--- src/rtl/mips32_mc_control.sv ---
// Multicycle control sequencer for the mips32 datapath.
// Moore FSM sharing one memory port (ready handshake) between fetch and data
// accesses; also counts retired instructions and halts on unsupported opcodes.
module mips32_mc_control (
    input  logic        clk,
    input  logic        reset,
    input  logic [5:0]  opcode,
    input  logic [5:0]  funct,
    input  logic        zero,
    input  logic        mem_ready,
    output logic        pc_write,
    output logic [1:0]  pc_source,
    output logic        ir_write,
    output logic        iord,
    output logic        mem_read,
    output logic        mem_write,
    output logic        reg_write,
    output logic        reg_dst,
    output logic [1:0]  wb_sel,
    output logic        alu_src_a,
    output logic [1:0]  alu_src_b,
    output logic [2:0]  alu_op,
    output logic        zero_or_sign,
    output logic [1:0]  load_select,
    output logic [1:0]  store_signal,
    output logic        illegal,
    output logic [3:0]  state,
    output logic [31:0] retired
);

    localparam int unsigned OP_W  = 6;
    localparam int unsigned CNT_W = 32;

    localparam logic [OP_W-1:0] OP_RTYPE = 6'b000000;
    localparam logic [OP_W-1:0] OP_J     = 6'b000010;
    localparam logic [OP_W-1:0] OP_BEQ   = 6'b000100;
    localparam logic [OP_W-1:0] OP_ADDI  = 6'b001000;
    localparam logic [OP_W-1:0] OP_ORI   = 6'b001101;
    localparam logic [OP_W-1:0] OP_LUI   = 6'b001111;
    localparam logic [OP_W-1:0] OP_LB    = 6'b100000;
    localparam logic [OP_W-1:0] OP_LH    = 6'b100001;
    localparam logic [OP_W-1:0] OP_LW    = 6'b100011;
    localparam logic [OP_W-1:0] OP_LBU   = 6'b100100;
    localparam logic [OP_W-1:0] OP_LHU   = 6'b100101;
    localparam logic [OP_W-1:0] OP_SB    = 6'b101000;
    localparam logic [OP_W-1:0] OP_SH    = 6'b101001;
    localparam logic [OP_W-1:0] OP_SW    = 6'b101011;

    typedef enum logic [3:0] {
        S_FETCH    = 4'd0,
        S_DECODE   = 4'd1,
        S_MEM_ADDR = 4'd2,
        S_MEM_RD   = 4'd3,
        S_LOAD_WB  = 4'd4,
        S_MEM_WR   = 4'd5,
        S_R_EXEC   = 4'd6,
        S_R_WB     = 4'd7,
        S_BRANCH   = 4'd8,
        S_JUMP     = 4'd9,
        S_IMM_EXEC = 4'd10,
        S_IMM_WB   = 4'd11,
        S_LUI_WB   = 4'd12,
        S_HALT     = 4'd15
    } state_t;

    state_t           state_q;
    state_t           state_next;
    logic [OP_W-1:0]  op_q;
    logic [OP_W-1:0]  fn_q;
    logic             illegal_q;
    logic [CNT_W-1:0] retired_q;
    logic             retire;

    // funct is held for the datapath's ALU decode; the sequencer itself never branches on it.
    logic unused_fn;
    assign unused_fn = ^fn_q;

    // State register.
    always_ff @(posedge clk) begin
        if (reset) begin
            state_q <= S_FETCH;
        end else begin
            state_q <= state_next;
        end
    end

    // Instruction fields, sticky illegal flag and retired-instruction counter.
    always_ff @(posedge clk) begin
        if (reset) begin
            op_q      <= '0;
            fn_q      <= '0;
            illegal_q <= 1'b0;
            retired_q <= '0;
        end else begin
            if (state_q == S_DECODE) begin
                op_q <= opcode;
                fn_q <= funct;
            end
            if (state_next == S_HALT) begin
                illegal_q <= 1'b1;
            end
            if (retire) begin
                retired_q <= retired_q + CNT_W'(1);
            end
        end
    end

    // Next-state and control decode from the current state and latched opcode.
    always_comb begin
        state_next   = state_q;
        retire       = 1'b0;
        pc_write     = 1'b0;
        pc_source    = 2'b00;
        ir_write     = 1'b0;
        iord         = 1'b0;
        mem_read     = 1'b0;
        mem_write    = 1'b0;
        reg_write    = 1'b0;
        reg_dst      = 1'b0;
        wb_sel       = 2'b00;
        alu_src_a    = 1'b0;
        alu_src_b    = 2'b00;
        alu_op       = 3'b000;
        zero_or_sign = 1'b0;
        load_select  = 2'b00;
        store_signal = 2'b00;

        case (state_q)
            S_FETCH: begin
                mem_read  = 1'b1;
                alu_src_b = 2'b01;
                if (mem_ready) begin
                    ir_write   = 1'b1;
                    pc_write   = 1'b1;
                    state_next = S_DECODE;
                end
            end
            S_DECODE: begin
                alu_src_b = 2'b11;
                case (opcode)
                    OP_RTYPE:                          state_next = S_R_EXEC;
                    OP_LB, OP_LBU, OP_LH, OP_LHU, OP_LW,
                    OP_SB, OP_SH, OP_SW:               state_next = S_MEM_ADDR;
                    OP_BEQ:                            state_next = S_BRANCH;
                    OP_J:                              state_next = S_JUMP;
                    OP_ADDI, OP_ORI:                   state_next = S_IMM_EXEC;
                    OP_LUI:                            state_next = S_LUI_WB;
                    default:                           state_next = S_HALT;
                endcase
            end
            S_MEM_ADDR: begin
                alu_src_a    = 1'b1;
                alu_src_b    = 2'b10;
                zero_or_sign = 1'b1;
                // Stores are 101xxx, loads 100xxx.
                state_next   = op_q[3] ? S_MEM_WR : S_MEM_RD;
            end
            S_MEM_RD: begin
                mem_read = 1'b1;
                iord     = 1'b1;
                if (mem_ready) begin
                    state_next = S_LOAD_WB;
                end
            end
            S_LOAD_WB: begin
                reg_write = 1'b1;
                wb_sel    = 2'b01;
                case (op_q)
                    OP_LB, OP_LBU: load_select = 2'b10;
                    OP_LH, OP_LHU: load_select = 2'b01;
                    default:       load_select = 2'b00;
                endcase
                zero_or_sign = (op_q != OP_LBU) && (op_q != OP_LHU);
                retire       = 1'b1;
                state_next   = S_FETCH;
            end
            S_MEM_WR: begin
                mem_write = 1'b1;
                iord      = 1'b1;
                case (op_q)
                    OP_SB:   store_signal = 2'b10;
                    OP_SH:   store_signal = 2'b01;
                    default: store_signal = 2'b00;
                endcase
                if (mem_ready) begin
                    retire     = 1'b1;
                    state_next = S_FETCH;
                end
            end
            S_R_EXEC: begin
                alu_src_a  = 1'b1;
                alu_op     = 3'b010;
                state_next = S_R_WB;
            end
            S_R_WB: begin
                reg_write  = 1'b1;
                reg_dst    = 1'b1;
                retire     = 1'b1;
                state_next = S_FETCH;
            end
            S_BRANCH: begin
                alu_src_a  = 1'b1;
                alu_op     = 3'b001;
                pc_source  = 2'b01;
                pc_write   = zero;
                retire     = 1'b1;
                state_next = S_FETCH;
            end
            S_JUMP: begin
                pc_write   = 1'b1;
                pc_source  = 2'b10;
                retire     = 1'b1;
                state_next = S_FETCH;
            end
            S_IMM_EXEC: begin
                alu_src_a = 1'b1;
                alu_src_b = 2'b10;
                if (op_q == OP_ORI) begin
                    alu_op = 3'b011;
                end else begin
                    zero_or_sign = 1'b1;
                end
                state_next = S_IMM_WB;
            end
            S_IMM_WB: begin
                reg_write  = 1'b1;
                retire     = 1'b1;
                state_next = S_FETCH;
            end
            S_LUI_WB: begin
                reg_write  = 1'b1;
                wb_sel     = 2'b10;
                retire     = 1'b1;
                state_next = S_FETCH;
            end
            S_HALT: begin
                state_next = S_HALT;
            end
            default: begin
                // Unused encodings are treated like an unsupported instruction.
                state_next = S_HALT;
            end
        endcase

        // No strobe may fire in a cycle whose closing edge is a reset.
        if (reset) begin
            pc_write  = 1'b0;
            ir_write  = 1'b0;
            mem_read  = 1'b0;
            mem_write = 1'b0;
            reg_write = 1'b0;
            retire    = 1'b0;
        end
    end

    assign state   = state_q;
    assign illegal = illegal_q;
    assign retired = retired_q;

endmodule

--- config.mk ---
export PLATFORM = sky130hd
export DESIGN_NAME = mips32_mc_control
export DESIGN_NICKNAME = d
export VERILOG_FILES = /design/src/rtl/mips32_mc_control.sv
export SDC_FILE = /design/constraint.sdc
export NUM_CORES = 1
export LEC_CHECK = 0
export ABC_AREA = 1
export BUFFER_PORTS_ARGS = -buffer_cell sky130_fd_sc_hd__buf_4
export CAP_MARGIN = 20
export CORE_MARGIN = 2
export CORE_UTILIZATION = 50
export CTS_CLUSTER_SIZE = 12
export DETAILED_ROUTE_END_ITERATION = 16
export PLACE_DENSITY = 0.76
export REMOVE_ABC_BUFFERS = 1
export SLEW_MARGIN = 20
export SYNTH_ARGS = -nofsm -noshare
export SYNTH_HDL_FRONTEND = slang
export SYNTH_SLANG_ARGS = --single-unit
export TNS_END_PERCENT = 100
--- constraint.sdc ---
create_clock -name clk -period 2 [get_ports clk]
set_input_delay 0.5 -clock clk [delete_from_list [all_inputs] [get_ports clk]]
set_output_delay 0.5 -clock clk [all_outputs]
set_load 0.05 [all_outputs]
* Word level (Yosys, flattened, before mapping)
Memories as Yosys holds them, arrays and structs flattened. Cells that the tools add are included.
Word-level totals: bits in registers 43, latch bits 0, RAM bits 0, memory bits (read-only) 256, input port bits 16, output and inout port bits 59, logic and storage cells 70, memories 1
Cells by class: $add $sub $neg 1, multiply operators 0, div/mod/pow operators 0, order comparisons 0, eq/ne operators 22, shift-type cells 0, multiplexer cells 32, bitwise gates (word level) 0, reduce and logical (&&, ||, !) cells 10
Memories:
- (name not given) | words 64, bits a word 4, rd ports 1, clocked after memory_dff 0, write ports 0, RTL line 140 | case (opcode)
Operators by type and width (count):
- == test 6 bit, second input constant | 6
- adder 32 x 1 -> 32 bit, second input constant | 1
- case mux 4 bit (8 select lines) | 1
- == test 4 bit, second input constant | 6
- == test 4 x 3 -> 1 bit, second input constant | 4
- case mux 2 bit (2 select lines) | 4
- 2-to-1 mux 1 bit | 15
- 2-to-1 mux 4 bit | 3
- inequality test 6 bit, second input constant | 2
- case mux 2 bit (3 select lines) | 2
- OR reduction 2 bit | 5
- == test 4 x 2 -> 1 bit, second input constant | 2
- OR reduction 4 bit | 2
- == test 6 x 4 -> 1 bit, second input constant | 1
- 2-to-1 mux 2 bit | 3
- case mux 1 bit (3 select lines) | 2
- OR reduction 6 bit | 1
- == test 4 x 1 -> 1 bit, second input constant | 1
- logical NOT 4 bit | 1
- 2-to-1 mux 3 bit | 1
- case mux 1 bit (2 select lines) | 1
- logical AND 1 bit | 1

* Longest topological paths before layout
Gate-level depths: netlist of run 1.
word-level depth 4, gate-level depth with buffers 12, gate-level depth less buffers 12

* Least setup slack after synthesis of run 1
No wires, ideal clock.
path type reg2out, from register state_q[3], in the netlist state[3], to output pc_write, arrival 2496 ps, required time 1500 ps, slack -996 ps, cell stages (with the launch flop) 5, path buffers 0, path through dfxtp_1 > nand2_1 > nor2_1 > a211oi_1 > nor2_1
On the way: longest elaborated chain between the ends 3, elaborated cells on any way between the ends 5, those cells by class eq/ne: 2; mux: 2; reduce/logical: 1
RTL lines:
- start: declaration | RTL line 66 | state_t state_q;
- start signal: assignment | RTL line 83 | state_q <= state_next;
- == test 4 bit or logical NOT 4 bit (tied branches) | RTL line 128 | case (state_q)
- case mux 1 bit (3 select lines) * | RTL line 128
- 2-to-1 mux 1 bit * | RTL line 246 | if (reset) begin
- end: declaration | RTL line 11 | output logic pc_write,
Mark *: on every way between the ends. The rest lies on a longest branch, timed or not.

* Worst setup path after layout of run 1
from register state_q[2], in the netlist state[2], to output pc_write
Same word-level chain as after synthesis.

==> results.toml, run 1 <==
[outcome]
status = "completed"

[cells_and_area]
final_net_count = 591
syn_to_final_growth_pct = 32.7
antenna_cells = 0
drive_above_1_share = 0.263

[drt]
first_iter_violations = 274
wirelength_microns = 8880
wl_per_cell_microns = 13.7
drc = 0
viasPerCell = 5.36
vias = 3469
ant_nets = 0
drt-pass1-iter-count = 5

[worst_setup_path]
worstPathRequired_ps = 1500
crit_path_start_kind = "register"
cp-end-kind = "output pin"
worstPathArrival_ps = 1480
criticalPathCategory = "register to output pin"
cp_max_fo = 8

[logic_synthesis]
synth-edff-count = 0
yosysTopAreaCell = "dfxtp_1"
ys_warn_count = 0
seq_area_frac_synth = 0.294
syn_avg_cell_area_sq_um = 5.89
synthCells = 497
ys.flop_type = "dfxtp_1"
yosys-top-cells-area = "dfxtp_1 29%, nand2_1 24%, nor2_1 12%"
async_reset_ff_frac = 0
yosysTopAreaCellShare = 0.294
yosys.cell_types.count = 34
syn_area_sq_um = 2930
ys_ff_latch = 43

[floorplanning]
die_x_microns = 80.5
die_h_microns = 80.5
pin_count = 75
dieArea_sq_um = 6490
design.core.area_sq_um = 5570
rows = 27
start_util = 0.525

[global_routing]
antenna_found_initial = 0
grt_pass1_vias = 2968
grt_max_degree = 23
globalRouteOverflowTotal = 0
groute.usage.overall = 0.269
grt_first_pass_wirelength_microns = 13700

[sta]
whs_ps = 450
min_period_ps = 1980
rsz0062_at_grt = "true"
max_freq_ghz = 0.506
clock_skew_ps = 6.21
setup-violations-final = 0
hold_violations = 0
post-route-period-util = 0.988
drv_slew = 0

[clocking]
clock-sinks = 43
cts_hold_buf = 0
h-tree-depth = 2
cts_tree = "yes"
clock_latency_ps = 310
clk_path_buf_depth = 2
cts_buffers = 5
cts-root-buf = "clkbuf_8"
cts.clk_slew.worst_paths_ps = 90

[min_path]
min_path_type = "input port to register"

[pwr]
power_density_nw_per_um2 = 1030
totalPowerFinal_mw = 4.01
leakagePower_nw = 1.67
ir_drop_uv = 1110

[placement]
gp_congestion = 0.920
dpl.hpwl_microns = 6540
io_buffers = 67

[flow_run]
cap_violations = 0
power breakdown:
group	total, mW	switching (mW)	internal (mW)
logic	2.21	1.51	0.703
registers	1.17	0.167	1.00
clock network	0.627	0.345	0.283
path summary, 6_finish.rpt:
path,slack (ps),cells past startpoint,from,endpoint
max,20,6,state[2],pc_write
min,450,3,opcode[4],op_q[4]
max reg2reg,210,8,retired[0],retired[10]
min reg2reg,470,2,illegal,illegal
per-stage QoR:
step	TNS [ps]	cells	utilization	worst slack [ps]	cell area, sq um
after floorplan	-7620	486	-	-996	2850
after global placement	0	632	0.626	101	3490
after detailed placement	0	632	0.626	68.0	3490
after CTS	-61.3	640	0.652	-45.2	3640
after global routing	-342	647	0.697	-53.7	3890
final	0	647	0.697	24.5	3890
critical path, stage by stage, from the launching register on:
cell and delay [ps]:
dfxtp_4 390, nor2_4 170, nand3_4 110, nor2_4 140, a211oi_2 40, nor2_1 140, buf_6 180
state kept, by name (all words and copies together) (netlist names):
name     flops
state        4
retired     32
illegal      1
op_q         6
synthesized netlist by cell type, drive strengths merged (3+ instances only):
cell    count
dfxtp      43
nand2     190
nand4       3
nor3        6
clkbuf      3
a21oi      39
buf         8
o21ai      12
nand3      23
inv        40
nand3b     12
nor2       97
xnor2       3
or2         3
xor2        8
cells by family after synthesis:
kind of cell / after synthesis / share of synthesized area
AND/OR/NAND/NOR: 336 / 0.481
AO/OA/AOI/OAI: 54 / 0.105
buffers and inverters: 51 / 0.0816
flip-flops: 43 / 0.294
XOR/XNOR: 11 / 0.0329
adder cells (fa/ha/maj): 1 / 0.00427
other: 1 / 0.00128
repair_timing:
item	4_1_cts	5_1_grt
gates cloned	0	0
setup buffers	0	7
pin swaps	1	10
setup endpoints to repair	15	15
resized for setup	17	57
layout by cell type, fill, tap and decap left out, types with 4 or more instances in the layout:
cell,netlist,routed
nor2_4,1,9
nand2_2,4,8
nand3b_1,12,12
clkbuf_8,0,6
buf_4,2,71
dfxtp_4,0,7
nand2_4,0,4
a21oi_1,31,31
xor2_1,8,8
nor2_2,3,5
buf_6,3,8
nor2_1,92,82
inv_1,35,33
a21oi_2,8,8
o21ai_0,12,12
nand3_1,22,20
inv_2,4,4
nor3_1,6,5
nand2_1,186,178
dfxtp_1,43,33
area by class of cell:
cell class | instances | area, sq um
Tap cell | 72 | 90.1
Fill cell | 526 | 1690
Sequential cell | 43 | 891
Clock buffer | 6 | 82.6
Timing Repair Buffer | 81 | 653
Clock inverter | 2 | 16.3
Inverter | 40 | 163
Multi-Input combinational cell | 403 | 1990
routing by layer:
layer	GRT usage	vias to the layer above	wire [microns]
li1	-	1722	-
met1	0.364	1595	3900
met2	0.438	141	4170
met3	0.0404	11	706
met4	0.0881	0	104
met5	0	-	0
No activity file was read; power rests on OpenSTA's default activity.
==> run 2, diff against run 1 <==
- clock period: 2 -> 1.9 ns (I/O delays scaled with it)
==> results.toml, run 2 (synthesis results as in run 1) <==
[min_path]
hold_depth = 3
min_path_type = "input port to register"

[sta]
drv_slew = 0
min_period_ps = 2010
setup_ws_ps = -107
whs_ps = 426
max_freq_ghz = 0.498
clock_skew_ps = 11.9
hold_violations = 0
post-route-period-util = 1.06
setup-violations-final = 9
rsz0062_at_grt = "true"

[floorplanning]
die_h_microns = 80.5
design.core.area_sq_um = 5570
pin_count = 75
dieArea_sq_um = 6490
rows = 27
die_x_microns = 80.5
start_util = 0.525

[pwr]
totalPowerFinal_mw = 4.37
leakagePower_nw = 1.71
power_density_nw_per_um2 = 1090
ir_drop_uv = 1090

[global_routing]
globalRouteOverflowTotal = 0
grt_pass1_vias = 3080
antenna_found_initial = 0
grt_first_pass_wirelength_microns = 14300
grt_max_degree = 23
groute.usage.overall = 0.282

[clocking]
clock_latency_ps = 310
cts_buffers = 5
h-tree-depth = 2
clock-sinks = 43
cts-root-buf = "clkbuf_8"
cts_tree = "yes"
clk_path_buf_depth = 2
cts.clk_slew.worst_paths_ps = 90

[placement]
dpl_cell_area_sq_um = 3550
io_buffers = 67
dpl.hpwl_microns = 6680
gp_congestion = 0.937
dp_cells = 638

[drt]
viasPerCell = 5.31
vias = 3468
drt-pass1-iter-count = 5
wl_per_cell_microns = 14.3
ant_nets = 0
drc = 0
first_iter_violations = 242
wirelength_microns = 9320

[worst_setup_path]
worstPathRequired_ps = 1420
worstPathArrival_ps = 1530
cp-end-kind = "output pin"
cp_max_fo = 2
rr_worst_depth = 11
crit_path_start_kind = "register"
r2r_slack_ps = 160
criticalPathCategory = "register to output pin"

[outcome]
status = "finished, violations left"
failed_checks = "negative setup slack"

[cells_and_area]
final_net_count = 598
final_common_cell = "nand2_1"
largest_reg_flops = 32
fin_cells = 653
antenna_cells = 0
syn_to_final_growth_pct = 36.4
drive_above_1_share = 0.293
layout.cells.most_common_list = "174 x nand2_1, 79 x nor2_1, 73 x buf_4, 31 x a21oi_1, 31 x dfxtp_1"
stdcell_area_sq_um = 3990
fin_util = 0.716

[flow_run]
cap_violations = 0
## run 2: cell count changes in the layout (fill, tap and decap cells not counted), sizes merged
cell	change
buf	+7
bufinv	+1
clkbuf	-1
clkinv	-1
## run 2: layer usage
| metal | part of all wire | global-route usage | vias to the layer above |
|---|---|---|---|
| met5 | 0 | 0 | - |
| met4 | 0.017 | 0.0864 | 0 |
| met3 | 0.057 | 0.0371 | 16 |
| met2 | 0.48 | 0.468 | 132 |
| met1 | 0.45 | 0.378 | 1586 |
| li1 | - | - | 1734 |
## run 2: through the flow
| stage | worst slack [ps] | TNS, ps |
|---|---|---|
| finish | -107 | -462 |
| global route | -147 | -1100 |
| CTS | -52.5 | -231 |
| detailed placement | 42.4 | 0 |
| global placement | 61.3 | 0 |
| floorplan | -1070 | -9050 |
## run 2: final cells by class
type | instances | area (sq um)
clock buffers | 5 | 68.8
flip-flops and latches | 43 | 886
repair buffers | 88 | 741
fillers | 531 | 1580
multi-input cells | 403 | 2010
well taps | 72 | 90.1
clock inverters | 2 | 37.5
inverters | 40 | 160
## run 2: power breakdown
group,internal [mW],switching (mW),leakage (nW)
Combinational,0.794,1.66,1.31
Sequential,1.05,0.147,0.354
Clock,0.385,0.339,0.0502
## run 2: final timing paths
kind / startpoint / end
max: op_q[5] / store_signal[1]
min: opcode[4] / op_q[4]
max reg2reg: state[1] / retired[25]
min reg2reg: illegal / illegal
## run 2: timing repair
action                                  CTS  global route
buffers inserted                          3             5
resized for setup                        34            55
endpoints found under the setup margin   16            18
hold buffers                              0             0
endpoints found under the hold margin     0             0
pin swaps                                 5            12
## run 2: worst max-delay path, cell delays in order, from the launching register on
cell and delay (ps):
dfxtp_2 350, inv_2 30, or2_4 270, nor3_2 160, nand2_1 100, nor2_1 140, buf_6 180
==> run 3, diff against run 2 <==
- CELL_PAD_IN_SITES_DETAIL_PLACEMENT: unset -> 0
- CELL_PAD_IN_SITES_GLOBAL_PLACEMENT: unset -> 2
- CORE_MARGIN: 2 -> unset
- CORE_UTILIZATION: 50 -> 27
- PLACE_DENSITY: 0.76 -> unset
- PLACE_DENSITY_LB_ADDON: unset -> 0.1
==> results.toml, run 3 (synthesis results as in run 1) <==
[outcome]
status = "finished, violations left"
failed_checks = "negative setup slack"

[sta]
setup_ws_ps = -45.4
clock_skew_ps = 5.13
setup-violations-final = 6
tns_ps = -178
post-route-period-util = 1.02
max_freq_ghz = 0.514
rsz0062_at_grt = "true"
min_period_ps = 1950
drv_slew = 0
hold_violations = 0

[clocking]
clock-sinks = 43
cts-root-buf = "clkbuf_8"
clk_path_buf_depth = 2
cts.clk_slew.worst_paths_ps = 90
cts_tree = "yes"
cts_hold_buf = 0
h-tree-depth = 2
clock_latency_ps = 300
cts_buffers = 5

[cells_and_area]
seqCellArea_sq_um = 886
syn_to_final_growth_pct = 41.8
multiInputGateArea_sq_um = 2070
drive_above_1_share = 0.311
stdcell_area_sq_um = 4150
fill_cells = 1128
layout.cells.most_common_list = "170 x nand2_1, 75 x nor2_1, 74 x buf_4, 33 x dfxtp_1, 30 x a21oi_1"
final_common_cell = "nand2_1"
largest_reg_flops = 32
fin_util = 0.399
final_net_count = 601
antenna_cells = 0

[worst_setup_path]
rr_worst_depth = 11
reg2reg_from = "state[1]"
cp-end-kind = "output pin"
r2r_slack_ps = 180
cpPeakStageDelay_ps = 330
worstPathRequired_ps = 1420
cp_max_fo = 2
path_cells = "inv_2, nand2_4, nor4_4, buf_4, o221ai_2, buf_6"
slowest_stage = "dfxtp_2"
worstPathArrival_ps = 1470
criticalPathCategory = "register to output pin"
crit_path_start_kind = "register"
worstReg2RegEnd = "retired[21]"

[global_routing]
grt_first_pass_wirelength_microns = 16100
grt_pass1_vias = 3315
groute.usage.overall = 0.183
antenna_found_initial = 0
grt_max_degree = 30
globalRouteOverflowTotal = 0

[flow_run]
cap_violations = 0

[drt]
vias = 3317
wl_per_cell_microns = 13.5
ant_nets = 0
wirelength_microns = 9740
first_iter_violations = 105
viasPerCell = 4.60
drc = 0
drt-pass1-iter-count = 4

[min_path]
min_path_type = "input port to register"
hold_depth = 3
worstHoldStart = "opcode[4]"
min_to = "op_q[4]"

[floorplanning]
design.core.area_sq_um = 10400
pin_count = 75
dieArea_sq_um = 11300
die_x_microns = 106
rows = 37
die_h_microns = 106
start_util = 0.281

[pwr]
ir_drop_uv = 1070
leakagePower_nw = 1.74
power_density_nw_per_um2 = 1070
totalPowerFinal_mw = 4.43

[placement]
io_buffers = 67
dpl.hpwl_microns = 7370
pre_cts_slack_ps = 104
dpl_cell_area_sq_um = 3650
gp_congestion = 0.874
[run 3: cell types whose count changed in the layout (fill, tap and decap cells not counted), moves of 2 or more]
cell,delta
inv_4,+2
nand2_1,-4
dfxtp_2,-3
clkinv_4,+2
nor2_2,+3
nand2_4,+3
nor2_1,-4
buf_6,+3
dfxtp_1,+2
[run 3: routing by layer]
metal	GRT usage	share of wire
met1	0.209	0.43
met2	0.334	0.51
met3	0.0337	0.040
met4	0.0694	0.022
met5	0	0
[run 3: how the worst max path moves through the flow]
stage	from	depth (start not counted)	to
finish	op_q[1]	6	zero_or_sign
global route	op_q[1]	6	zero_or_sign
CTS	op_q[1]	6	zero_or_sign
detailed placement	state[2]	5	load_select[0]
global placement	state[2]	5	load_select[0]
floorplan	state[3]	4	pc_write
[run 3: layout make-up]
cell class	instances	share of cell area
inverter	40	0.0398
tap	136	0.0410
multi-input combinational	403	0.499
clock inverter	2	0.00392
sequential	43	0.213
timing repair buffer	91	0.183
clock buffer	6	0.0199
[run 3: through the flow]
step                      hold WS [ps]  instances
after floorplan                    460        486
after global placement             443        706
after detailed placement           446        706
after CTS                          419        720
after global routing               445        721
final                              427        721
[run 3: critical path: cells and delay by family, from the launching register on]
family / cells / cell delay [ps]
flip-flops: 1 / 330
buffers and inverters: 3 / 410
AND/OR/NAND/NOR: 2 / 310
AO/OA/AOI/OAI: 1 / 110
[run 3: repair_timing]
| action | 4_1_cts | 5_1_grt |
|---|---|---|
| setup buffers | 6 | 1 |
| pin swaps | 8 | 7 |
| setup endpoints to repair | 17 | 22 |
| resized for setup | 65 | 45 |
[run 3: where the power goes]
part           leakage [nW]  switching (mW)  internal [mW]
Sequential            0.353           0.168           1.05
Clock                0.0474           0.369          0.298
Combinational          1.34            1.68          0.870
